### src/rtl/cmd_proto_pkg.sv
// Shared constants and state encoding for the single-byte UART command protocol.
// Used by the host-side initiator and the remote command decoder.
package cmd_proto_pkg;

  localparam logic [7:0] CMD_LED_ON      = 8'hA1;
  localparam logic [7:0] CMD_LED_OFF     = 8'hA2;
  localparam logic [7:0] CMD_READ_STATUS = 8'hB1;
  localparam logic [7:0] CMD_RESET       = 8'hC1;

  localparam logic [7:0] RESP_ACK   = 8'h55;
  localparam logic [7:0] RESP_NACK  = 8'hEE;
  localparam logic [7:0] RESP_RESET = 8'hAA;

  localparam logic [1:0] ST_OK       = 2'd0;
  localparam logic [1:0] ST_MISMATCH = 2'd1;
  localparam logic [1:0] ST_TIMEOUT  = 2'd2;

  typedef enum logic [2:0] {
    S_IDLE,
    S_SEND,
    S_WAIT_TX,
    S_WAIT_RESP,
    S_DONE
  } state_t;

  // Single fixed reply for every command except READ_STATUS, which accepts 0x00/0x01.
  function automatic logic [7:0] expected_reply(input logic [7:0] cmd);
    case (cmd)
      CMD_LED_ON: return RESP_ACK;
      CMD_RESET:  return RESP_RESET;
      default:    return RESP_NACK;
    endcase
  endfunction

endpackage

### src/rtl/resp_checker.sv
// Combinational reply classifier: (command, received byte) -> status and LED update.
module resp_checker
  import cmd_proto_pkg::*;
(
  input  logic [7:0] cmd,
  input  logic [7:0] rx,
  output logic [1:0] status,
  output logic       led_update_en,
  output logic       led_value
);

  always_comb begin
    status        = ST_MISMATCH;
    led_update_en = 1'b0;
    led_value     = 1'b0;
    if (cmd == CMD_READ_STATUS) begin
      if (rx[7:1] == 7'd0) begin
        status        = ST_OK;
        led_update_en = 1'b1;
        led_value     = rx[0];
      end
    end else if (rx == expected_reply(cmd)) begin
      status = ST_OK;
      // A confirmed RESET clears the LED; led_value stays 0.
      if (cmd == CMD_RESET) led_update_en = 1'b1;
    end
  end

endmodule

### src/rtl/uart_cmd_initiator.sv
// Host-side UART command initiator: send one byte, await and classify one reply.
// Optional timeout retry is enabled by defining CMD_RETRY_EN.
module uart_cmd_initiator
  import cmd_proto_pkg::*;
#(
  parameter int TIMEOUT_CYCLES = 100000,
  parameter int MAX_RETRY      = 2
) (
  input  logic       clk,
  input  logic       rst,
  input  logic       req_valid,
  input  logic [7:0] req_cmd,
  output logic       req_ready,
  output logic       tx_start,
  output logic [7:0] tx_data,
  input  logic       tx_done,
  input  logic       rx_valid,
  input  logic [7:0] rx_data,
  output logic       resp_valid,
  output logic [7:0] resp_data,
  output logic [1:0] resp_status,
  output logic [2:0] resp_attempts,
  output logic       led_state_seen
);

  localparam int TW = $clog2(TIMEOUT_CYCLES + 1);

  state_t        state, state_nx;
  logic [7:0]    cmd_q;
  logic [TW-1:0] timer;
  logic [2:0]    attempts;
  logic          timeout, retry;
  logic [1:0]    chk_status;
  logic          chk_led_en, chk_led_val;

  resp_checker u_chk (
    .cmd          (cmd_q),
    .rx           (rx_data),
    .status       (chk_status),
    .led_update_en(chk_led_en),
    .led_value    (chk_led_val)
  );

  // Timer reads 0 on the first WAIT_RESP cycle; expiry is taken when it has counted
  // TIMEOUT_CYCLES full cycles, so the result lands TIMEOUT_CYCLES+1 cycles after entry.
  assign timeout    = (timer == TW'(TIMEOUT_CYCLES));
  assign req_ready  = (state == S_IDLE) && !rst;
  assign tx_start   = (state == S_SEND);
  assign tx_data    = cmd_q;
  assign resp_valid = (state == S_DONE);

`ifdef CMD_RETRY_EN
  logic [2:0] attempts_q;
  assign attempts = attempts_q;
  assign retry    = timeout && (attempts_q <= 3'(MAX_RETRY));

  always_ff @(posedge clk or posedge rst) begin
    if (rst)                                                attempts_q <= 3'd0;
    else if (state == S_IDLE && req_valid)                  attempts_q <= 3'd1;
    else if (state == S_WAIT_RESP && !rx_valid && retry)    attempts_q <= attempts_q + 3'd1;
  end
`else
  logic unused_max_retry;
  assign unused_max_retry = (MAX_RETRY != 0);
  assign attempts = 3'd1;
  assign retry    = 1'b0;
`endif

  always_comb begin
    state_nx = state;
    case (state)
      S_IDLE:      if (req_valid) state_nx = S_SEND;
      S_SEND:      state_nx = S_WAIT_TX;
      S_WAIT_TX:   if (tx_done) state_nx = S_WAIT_RESP;
      S_WAIT_RESP: begin
        if (rx_valid)     state_nx = S_DONE;
        else if (timeout) state_nx = retry ? S_SEND : S_DONE;
      end
      S_DONE:      state_nx = S_IDLE;
      default:     state_nx = S_IDLE;
    endcase
  end

  always_ff @(posedge clk or posedge rst) begin
    if (rst) state <= S_IDLE;
    else     state <= state_nx;
  end

  always_ff @(posedge clk or posedge rst) begin
    if (rst) begin
      cmd_q          <= 8'h00;
      timer          <= '0;
      resp_data      <= 8'h00;
      resp_status    <= ST_OK;
      resp_attempts  <= 3'd0;
      led_state_seen <= 1'b0;
    end else begin
      if (state == S_IDLE && req_valid) cmd_q <= req_cmd;
      if (state == S_WAIT_TX)           timer <= '0;
      else if (state == S_WAIT_RESP)    timer <= timer + TW'(1);
      if (state == S_WAIT_RESP) begin
        // A byte arriving in the expiry cycle still wins over the timeout.
        if (rx_valid) begin
          resp_data     <= rx_data;
          resp_status   <= chk_status;
          resp_attempts <= attempts;
          if (chk_led_en) led_state_seen <= chk_led_val;
        end else if (timeout && !retry) begin
          resp_data     <= 8'h00;
          resp_status   <= ST_TIMEOUT;
          resp_attempts <= attempts;
        end
      end
    end
  end

endmodule

### config.mk
export PLATFORM = sky130hd
export DESIGN_NAME = uart_cmd_initiator
export DESIGN_NICKNAME = d
export VERILOG_FILES = /design/src/rtl/cmd_proto_pkg.sv /design/src/rtl/resp_checker.sv /design/src/rtl/uart_cmd_initiator.sv
export SDC_FILE = /design/constraint.sdc
export NUM_CORES = 1
export LEC_CHECK = 0
export ABC_AREA = 0
export CORE_AREA = 2 2 65 67
export DETAILED_ROUTE_END_ITERATION = 7
export DIE_AREA = 0 0 67 69
export PLACE_DENSITY = 0.91
export SLEW_MARGIN = 15
export SYNTH_ARGS = -nofsm -noshare
export SYNTH_HDL_FRONTEND = slang
export SYNTH_SLANG_ARGS = --single-unit
### constraint.sdc
create_clock -name clk -period 2.8 [get_ports clk]
set_input_delay 0.56 -clock clk [delete_from_list [all_inputs] [get_ports clk]]
set_output_delay 0.56 -clock clk [all_outputs]
set_load 0.02 [all_outputs]
==> reports/summary.txt, run 1 <==
Finish-stage setup viols: 0
final hold slack: 0.465 ns
CTS Root Cell: clkbuf_8
Worst Skew: 0.00342 ns
Initial Util: 51.5%
vias in the first global route: 1730
status: complete, no violations
postcts setup bufs: 0
crit path DAT: 1.83 ns
Synth area leader: dfrtp_1
VDD IR max: 735 uV
DP Area: 2490 um2
Ys Warns: 0
setup TNS: 0 ns
leakage dissipation: 1.12 nW
drc violations: 0
Worst Max-Slew Pin Slew: 0.534 ns
CP required: 2.24 ns
top cells by area, synth: dfrtp_1, mux2_2, nand2_1
most frequent cell after synthesis: dfrtp_1
Routed WL: 4690 um
number of flops mapped to enable cells by yosys: 0
synthesized area: 2020 um2
Post-DRT Antenna Nets: 0
Core ar.: 3910 um2
PwrDens: 932 nW/um2
top_reg_cell synth: dfrtp_1
Iteration-0 DRC Markers: 147
post-route design area: 2620 um2
clk sinks: 40
Die ar.: 4620 um2
Pre-antenna DRT Iters: 4
largest net degree at the start of global routing: 41
CP most frequent cell: clkdlybuf4s50_1
Fin. Hold Viols: 0
H-Tree Depth: 2
worst reg2reg path depth: 7
crit path max-delay cell type: clkdlybuf4s50_1
Resized Gates After CTS: 0
Worst setup EP type: output pin
GR Util All Layers: 22.1%
final core occ: 66.8%
Max Transition Viols Final: 0
cts bufs inserted: 5
clk buf depth: 2
layout net count: 269
hold crit path type: reg2reg
syn avg cell area: 9.98 um2
Via density: 5.83
top post-synthesis cells by count: dfrtp_1, nand2_1, nor2_1
HPWL Detailed: 3350 um
antenna violations before repair: 0
Setup CP Type: in2out
Placer Congestion: 0.918
post-synth top area share: 49.7%
hold path cells: 1
diode count: 0
Die Ht: 69 um
critical path cell sequence: clkdlybuf4s50_1 > nor4_1 > clkdlybuf4s50_1
clock latency on the worst-skew pair: 0.29 ns
slew margin rel.: 64.1%
chip width: 67 um
wire per inst: 15.8 um
fmax: 0.419 GHz
Setup WS pre-CTS: 0.178 ns
CTS tree: built
cts hold-fix bufs: 0
Mapped Cells: 202
max-capacitance violation count: 0
first-pass GRT wire length: 7910 um
final worst setup slack: 0.411 ns
Final period util: 85.3%
Startpoint Class: primary input
register area share after synthesis: 49.7%
row cnt: 23
Critical Path Max Stage Delay: 0.66 ns
Syn-to-layout area delta: 29.7%
io pins: 46
asr flop ratio synth: 100%
PortBufs: 43
Remaining Overflow, GRT: 0
count of cell types in the netlist: 44
share of cells above drive strength 1: 8.54%
post-layout min period: 2.39 ns
Seq cells post-synth: 40
critical path fanouts, max: 2
clock transition at the registers of the reported paths: 0.07 ns
unrepaired setup endpoints after global routing: false
via count: 1725
[kinds of logic (layout without fill, tap and decap cells)]
logic type / Yosys count / in the layout / synth area share, %
xor gates and xnor gates: 1 / 1 / 0.435
buffers and inverters: 19 / 62 / 4.10
AOI/OAI and AO/OA: 38 / 38 / 12.8
and+or+nand+nor: 87 / 87 / 24.1
other: 1 / 2 / 0.186
DFF: 40 / 40 / 49.7
muxes: 14 / 14 / 7.45
adders and majority gates: 2 / 2 / 1.24
[critical path: cells and delay by family]
family,cells,cell delay (ns)
buffers and inverters,2,1.08
AND/OR/NAND/NOR,1,0.19
[through the flow]
stage | total power [mW] | instances
after floorplan | 1.46 | 203
after global placement | 1.86 | 289
after detailed placement | 1.89 | 289
after CTS | 2.45 | 296
after global routing | 2.56 | 296
final | 2.44 | 296
[flip-flops by register name (all words and copies together) (netlist names)]
register and flops:
resp_status 2, led_state_seen 1, state 3, resp_attempts 1, tx_data 8, timer 17
resp_data 8
[cell usage in the layout (no fill, tap or decap), types with 2 or more instances in the layout]
cell type / instances
clkdlybuf4s50_1: 43
dfrtp_1: 40
nand2_1: 24
nor2_1: 12
inv_1: 9
nand3_1: 9
o21ai_0: 8
mux2_2: 8
a22o_1: 8
mux2i_1: 6
a21oi_1: 6
nand4_1: 5
nor3_1: 5
clkbuf_8: 5
and3_1: 4
o31ai_1: 4
nand2b_1: 3
o22ai_1: 3
nor4_1: 3
nor4bb_1: 3
buf_4: 3
or3_1: 2
nor4b_1: 2
a31oi_1: 2
or2b_1: 2
or4b_1: 2
o211ai_1: 2
and2_1: 2
ha_1: 2
conb_1: 2
bufinv_16: 2
[path summary, 6_finish.rpt]
check	slack, ns	from	end
worst max-delay path	0.41	rst	req_ready
worst min register to register	0.47	resp_attempts[0]$_DFFE_PP0P_	resp_attempts[0]$_DFFE_PP0P_
max in group asynchronous	1.75	rst	resp_attempts[0]$_DFFE_PP0P_
worst max register to register	0.56	timer[0]$_DFFE_PP0N_	resp_data[5]$_DFFE_PP0P_
min in group asynchronous	0.71	rst	state[0]$_DFFE_PP0P_
worst min-delay path	0.47	resp_attempts[0]$_DFFE_PP0P_	resp_attempts[0]$_DFFE_PP0P_
[report_power, final]
part | switching, mW | internal [mW] | total (mW)
Sequential | 0.150 | 0.734 | 0.884
Combinational | 0.525 | 0.477 | 1.00
Clock | 0.200 | 0.351 | 0.550
[layout make-up]
cell class | count | area (um2)
Inverter | 9 | 33.8
Fill cell | 329 | 1300
Clock buffer | 5 | 68.8
Clock inverter | 2 | 60.1
Tap cell | 50 | 62.6
Multi-Input combinational cell | 144 | 936
Sequential cell | 40 | 1000
Timing Repair Buffer | 46 | 453
[layer usage]
layer | part of all wire [%] | global-route usage (%)
met1 | 39 | 25.8
met2 | 52 | 38.2
met3 | 6.9 | 6.69
met4 | 1.6 | 6.35
met5 | 0 | 0
(Power assumes the default switching activity.)
==> inputs of run 2 (changes only) <==
--- a/config.mk
+++ b/config.mk
@@ -5,11 +5,11 @@
 export SDC_FILE = /design/constraint.sdc
 export NUM_CORES = 1
 export LEC_CHECK = 0
-export ABC_AREA = 0
-export CORE_AREA = 2 2 65 67
+export ABC_AREA = 1
+export CORE_AREA = 2 2 88 90
 export DETAILED_ROUTE_END_ITERATION = 7
-export DIE_AREA = 0 0 67 69
-export PLACE_DENSITY = 0.91
+export DIE_AREA = 0 0 90 92
+export PLACE_DENSITY = 0.6
 export SLEW_MARGIN = 15
 export SYNTH_ARGS = -nofsm -noshare
 export SYNTH_HDL_FRONTEND = slang
==> reports/summary.txt, run 2 <==
max reg flops: 17 (unchanged)
max-capacitance violation count: 0 (unchanged)
io pins: 46 (unchanged)
GR Util All Layers: 12.4% (-9.7 points)
most common cell after layout, fill and taps aside: nand2_1
layout net count: 348 (+29%)
top post-synthesis cells by count: nand2_1, inv_1, dfrtp_1
fmax: 0.431 GHz (+3.0%)
register area share after synthesis: 46.7% (-3.0 points)
PwrDens: 798 nW/um2 (-14%)
Post-Layout Cell Count: 428 (+45%)
R2R Path Start: state[0]$_DFFE_PP0P_
main combinational cell family by area after synthesis: simple AND/OR/NAND/NOR gates
CTS tree: built
Core ar.: 7450 um2 (+90%)
chip width: 90 um (+34%)
final hold slack: 0.486 ns (+0.0201 ns)
Most flops, register: timer
multiplexer share of the synthesized area: 1.52% (-5.9 points)
Setup CP Type: reg2out
share of cells above drive strength 1: 7.98% (-0.56 points)
Resized Gates After CTS: 0 (unchanged)
Initial Util: 28.8% (-23 points)
clock latency on the worst-skew pair: 0.29 ns (about the same)
Crit. Startpoint: state[0]$_DFFE_PP0P_
hold crit path type: reg2reg
asr flop ratio synth: 100% (unchanged)
number of flops mapped to enable cells by yosys: 0 (unchanged)
clock transition at the registers of the reported paths: 0.08 ns (about the same)
DP Area: 2700 um2 (+8.5%)
Post-DRT Antenna Nets: 0 (unchanged)
setup TNS: 0 ns (unchanged)
Fin. Hold Viols: 0 (unchanged)
unrepaired setup endpoints after global routing: false
H-Tree Depth: 2 (unchanged)
total power: 2.23 mW (-8.5%)
Ys Warns: 0 (unchanged)
Max Transition Viols Final: 0 (unchanged)
via count: 1933 (+12%)
post-layout min period: 2.32 ns (-0.0698 ns)
top_reg_cell synth: dfrtp_1
Placer Congestion: 0.858 (-6.5%)
Critical Path Max Stage Delay: 0.60 ns (-0.06 ns)
Mapped Cells: 276 (+37%)
Simple-Gate Fraction of Synth Area: 30.0% (+5.9 points)
CTS Root Cell: clkbuf_8
leakage dissipation: 1.27 nW (+13%)
Worst Max-Slew Pin Slew: 0.518 ns (-0.0156 ns)
largest net degree at the start of global routing: 41 (unchanged)
status: complete, no violations
syn avg cell area: 7.77 um2 (-22%)
commonest non-fill, non-tap cells in the layout: nand2_1, inv_1, clkdlybuf4s50_1
Startpoint Class: register
Worst Skew: 0.0109 ns (+0.00746 ns)
Worst Setup EP: req_ready
VDD IR max: 437 uV (-41%)
adder and majority gate portion of the synthesized area: 1.17% (-0.075 points)
cts hold-fix bufs: 0 (unchanged)
worst reg2reg path depth: 7 (unchanged)
Pre-antenna DRT Iters: 4 (unchanged)
CP required: 2.24 ns (about the same)
Via density: 4.52 (-23%)
PortBufs: 43 (unchanged)
row cnt: 32 (+39%)
Finish-stage setup viols: 0 (unchanged)
Syn-to-layout area delta: 30.3%
post-synth top area share: 46.7% (-3.0 points)
cts bufs inserted: 5 (unchanged)
critical path cell sequence: nor2_1 > nand2_1 > nor2_1 > clkdlybuf4s50_1
Worst setup EP type: output pin
first-pass GRT wire length: 8300 um (+5.0%)
FF-to-FF End: timer[11]$_DFFE_PP0N_
number of placed instances, taps included: 420 (+45%)
count of cell types in the netlist: 30 (-32%)
most frequent cell after synthesis: nand2_1
HPWL Detailed: 3720 um (+11%)
CP most frequent cell: nor2_1
synthesized area: 2140 um2 (+6.4%)
critical path fanouts, max: 4 (+2)
drc violations: 0 (unchanged)
diode count: 0 (unchanged)
Remaining Overflow, GRT: 0 (unchanged)
clk sinks: 40 (unchanged)
wire per inst: 11.4 um (-28%)
flop2flop setup slack: 1.19 ns (+0.63 ns)
antenna violations before repair: 0 (unchanged)
vias in the first global route: 1856 (+7.3%)
postcts setup bufs: 0 (unchanged)
post-route design area: 2790 um2 (+6.8%)
Die ar.: 8280 um2 (+79%)
XOR/XNOR Fraction of Synth Area: 0.408% (-0.026 points)
Iteration-0 DRC Markers: 105 (-29%)
crit path DAT: 1.76 ns (-0.07 ns)
Synth Area in Compound Gates: 9.86% (-3.0 points)
Seq cells post-synth: 40 (unchanged)
Routed WL: 4870 um (+3.8%)
crit path max-delay cell type: clkdlybuf4s50_1
Die Ht: 92 um (+33%)
slew margin rel.: 65.4% (+1.4 points)
Synth area leader: dfrtp_1
clk buf depth: 2 (unchanged)
Final period util: 82.8% (-2.5 points)
top cells by area, synth: dfrtp_1, nand2_1, inv_1
==> run 2: metal layers <==
| metal | vias to the layer above | GRT usage (%) | wire length [um] |
|---|---|---|---|
| li1 | 990 | - | - |
| met1 | 895 | 15.5 | 2330 |
| met2 | 41 | 20.6 | 2270 |
| met3 | 7 | 4.11 | 200 |
| met4 | 0 | 3.21 | 68 |
| met5 | - | 0 | 0 |
==> run 2: metrics by stage <==
stage                     util, %  setup slack (ns)
after floorplan                 -              1.26
after global placement       36.2             0.559
after detailed placement     36.2             0.556
after CTS                    37.5             0.465
after global routing         37.5             0.367
final                        37.5             0.481
==> run 2: critical path, delay by kind of cell, from the launching register on <==
kind	cells	cell delay [ns]
simple gates	3	0.43
flops	1	0.44
buf+inv	1	0.60
==> run 2: final cells by class <==
cell class	count	area [um2]
multi-input cells	182	928
inverters	51	194
repair buffers	45	445
flip-flops and latches	40	1000
clock buffers	6	82.6
fillers	811	4650
well taps	102	128
clock inverters	2	15.0
==> run 2: how the worst min path moves through the flow <==
stage | slack, ns | to | depth (start not counted) | start
6_report | 0.49 | resp_attempts[0]$_DFFE_PP0P_ | 1 | resp_attempts[0]$_DFFE_PP0P_
2_1_floorplan | 0.47 | timer[15]$_DFFE_PP0N_ | 1 | timer[15]$_DFFE_PP0N_
5_1_grt | 0.52 | resp_attempts[0]$_DFFE_PP0P_ | 1 | resp_attempts[0]$_DFFE_PP0P_
4_1_cts | 0.50 | resp_data[7]$_DFFE_PP0P_ | 2 | resp_data[7]$_DFFE_PP0P_
3_5_place_dp | 0.48 | resp_data[7]$_DFFE_PP0P_ | 2 | resp_data[7]$_DFFE_PP0P_
3_3_place_gp | 0.46 | resp_attempts[0]$_DFFE_PP0P_ | 1 | resp_attempts[0]$_DFFE_PP0P_
==> run 2: cells by family (layout without fill, tap and decap cells) <==
family | count (synthesis) | after routing
buffers and inverters | 55 | 104
xor gates and xnor gates | 1 | 1
muxes | 3 | 3
DFF | 40 | 40
other | 1 | 2
adders and majority gates | 2 | 2
AOI/OAI and AO/OA | 40 | 40
and+or+nand+nor | 134 | 134
==> run 2: report_power, final <==
part / internal, mW / switching (mW)
combinational: 0.409 / 0.560
clock: 0.200 / 0.211
sequential: 0.730 / 0.121
total: 1.34 / 0.891
==> inputs of run 3 (changes only) <==
--- a/config.mk
+++ b/config.mk
@@ -9,7 +9,7 @@
 export CORE_AREA = 2 2 88 90
 export DETAILED_ROUTE_END_ITERATION = 7
 export DIE_AREA = 0 0 90 92
-export PLACE_DENSITY = 0.6
+export PLACE_DENSITY = 0.62
 export SLEW_MARGIN = 15
 export SYNTH_ARGS = -nofsm -noshare
 export SYNTH_HDL_FRONTEND = slang
==> constraint.sdc (replaced) <==
create_clock -name clk -period 2.1 [get_ports clk]
set_input_delay 0.42 -clock clk [delete_from_list [all_inputs] [get_ports clk]]
set_output_delay 0.42 -clock clk [all_outputs]
set_load 0.02 [all_outputs]
==> reports/summary.txt, run 3 (same netlist as run 2, synthesis figures left out) <==
Routed WL: 5010 um (+2.8%)
Initial Util: 28.8% (unchanged)
GR Util All Layers: 13.0% (+0.59 points)
clk buf depth: 2 (unchanged)
clock latency on the worst-skew pair: 0.30 ns (about the same)
Worst Skew: 0.00991 ns (-0.000968 ns)
flop2flop setup slack: 0.54 ns (-0.65 ns)
Worst Setup EP: req_ready
Iteration-0 DRC Markers: 121 (+15%)
worst reg2reg path depth: 6 (-1)
largest net degree at the start of global routing: 41 (unchanged)
Worst Max-Slew Pin Slew: 0.507 ns (-0.0112 ns)
post-layout min period: 1.84 ns
status: complete, no violations
CTS Root Cell: clkbuf_8
unrepaired setup endpoints after global routing: false
FF-to-FF End: timer[11]$_DFFE_PP0N_
max-capacitance violation count: 0 (unchanged)
commonest non-fill, non-tap cells in the layout: nand2_1, inv_1, clkdlybuf4s50_1, dfrtp_1, nor2_1
clk sinks: 40 (unchanged)
layout net count: 350 (+0.57%)
antenna violations before repair: 0 (unchanged)
Setup CP Type: reg2out
fmax: 0.543 GHz
Final period util: 87.6%
CTS tree: built
Via density: 4.61 (+2.1%)
H-Tree Depth: 2 (unchanged)
clock transition at the registers of the reported paths: 0.08 ns (about the same)
PwrDens: 1060 nW/um2 (+33%)
Startpoint Class: register
Crit. Startpoint: state[0]$_DFFE_PP0P_
hold crit path type: reg2reg
Fin. Hold Viols: 0 (unchanged)
io pins: 46 (unchanged)
Die Ht: 92 um (unchanged)
wire per inst: 11.6 um (+2.3%)
cts bufs inserted: 5 (unchanged)
Syn-to-layout area delta: 30.9%
critical path fanouts, max: 4 (unchanged)
first-pass GRT wire length: 8830 um (+6.3%)
Placer Congestion: 0.888 (+3.4%)
CP required: 1.68 ns (-0.56 ns)
HPWL Detailed: 3860 um (+3.9%)
slew margin rel.: 65.9% (+0.49 points)
VDD IR max: 595 uV (+36%)
diode count: 0 (unchanged)
postcts setup bufs: 0 (unchanged)
Post-DRT Antenna Nets: 0 (unchanged)
max reg flops: 17 (unchanged)
via count: 1983 (+2.6%)
Pre-antenna DRT Iters: 5 (+1)
leakage dissipation: 1.31 nW (+3.4%)
vias in the first global route: 1946 (+4.8%)
drc violations: 0 (unchanged)
Finish-stage setup viols: 0 (unchanged)
total power: 2.97 mW (+33%)
Core ar.: 7450 um2 (unchanged)
post-route design area: 2810 um2 (+0.45%)
Die ar.: 8280 um2 (unchanged)
PortBufs: 43 (unchanged)
Remaining Overflow, GRT: 0 (unchanged)
R2R Path Start: state[0]$_DFFE_PP0P_
Worst setup EP type: output pin
Most flops, register: timer
setup TNS: 0 ns (unchanged)
chip width: 90 um (unchanged)
row cnt: 32 (unchanged)
Max Transition Viols Final: 0 (unchanged)
share of cells above drive strength 1: 8.54% (+0.56 points)
fillers: 809 (-0.25%)
crit path DAT: 1.42 ns (-0.34 ns)
most common cell after layout, fill and taps aside: nand2_1
cts hold-fix bufs: 0 (unchanged)
DP Area: 2710 um2 (+0.56%)
[run 3: changes by cell type in the layout (fill, tap and decap cells not counted), sizes merged]
cell	before	now
clkdlybuf4s50	43	40
buf	2	4
dlymetal6s2s	0	2
clkinv	0	1
clkinvlp	2	1
dlygate4sd2	0	1
[run 3: cell type report]
class	count	area (um2)	share of cell area [%]
Tap cell	102	128	4.55
Multi-Input combinational cell	182	931	33.2
Clock inverter	2	16.3	0.580
Inverter	51	194	6.91
Clock buffer	6	72.6	2.59
Sequential cell	40	1000	35.7
Timing Repair Buffer	47	464	16.5
[run 3: worst max-delay path: stages, from the launching register on]
cell,delay (ns)
dfrtp_1,0.44
nor2_2,0.19
nand2_1,0.08
nor2_1,0.08
dlygate4sd2_1,0.33
[run 3: worst min-delay path by stage]
| stage | start | to | slack (ns) | cells after the start |
|---|---|---|---|---|
| final | resp_data[7]$_DFFE_PP0P_ | resp_data[7]$_DFFE_PP0P_ | 0.48 | 2 |
| after global routing | resp_data[7]$_DFFE_PP0P_ | resp_data[7]$_DFFE_PP0P_ | 0.51 | 2 |
| after CTS | resp_data[7]$_DFFE_PP0P_ | resp_data[7]$_DFFE_PP0P_ | 0.49 | 2 |
| after detailed placement | resp_data[7]$_DFFE_PP0P_ | resp_data[7]$_DFFE_PP0P_ | 0.47 | 2 |
| after global placement | resp_data[0]$_DFFE_PP0P_ | resp_data[0]$_DFFE_PP0P_ | 0.46 | 2 |
| after floorplan | timer[15]$_DFFE_PP0N_ | timer[15]$_DFFE_PP0N_ | 0.47 | 1 |
[run 3: routing by layer]
layer	GRT usage, %	wire length, um	share of wire [%]
met5	0	0	0
met4	5.77	109	2.2
met3	3.29	266	5.3
met2	21.1	2400	48
met1	16.3	2230	45
[run 3: where the power goes]
part / switching [mW] / internal [mW]
combinational: 0.758 / 0.562
sequential: 0.164 / 0.973
clock: 0.279 / 0.236
total: 1.20 / 1.77
[run 3: repair_timing]
item | CTS | global route
cloned | 0 | 0
endpoints found under the setup margin | 1 | 2
gates resized for setup | 2 | 2
[run 3: per-stage QoR]
stage / std cells / util (%) / setup WS [ns] / hold WS (ns)
floorplan: 277 / - / 0.685 / 0.467
global placement: 422 / 36.4 / 0.131 / 0.464
detailed placement: 422 / 36.4 / 0.135 / 0.466
CTS: 430 / 37.6 / 0.0521 / 0.488
global route: 430 / 37.7 / 0.128 / 0.505
finish: 430 / 37.7 / 0.260 / 0.480
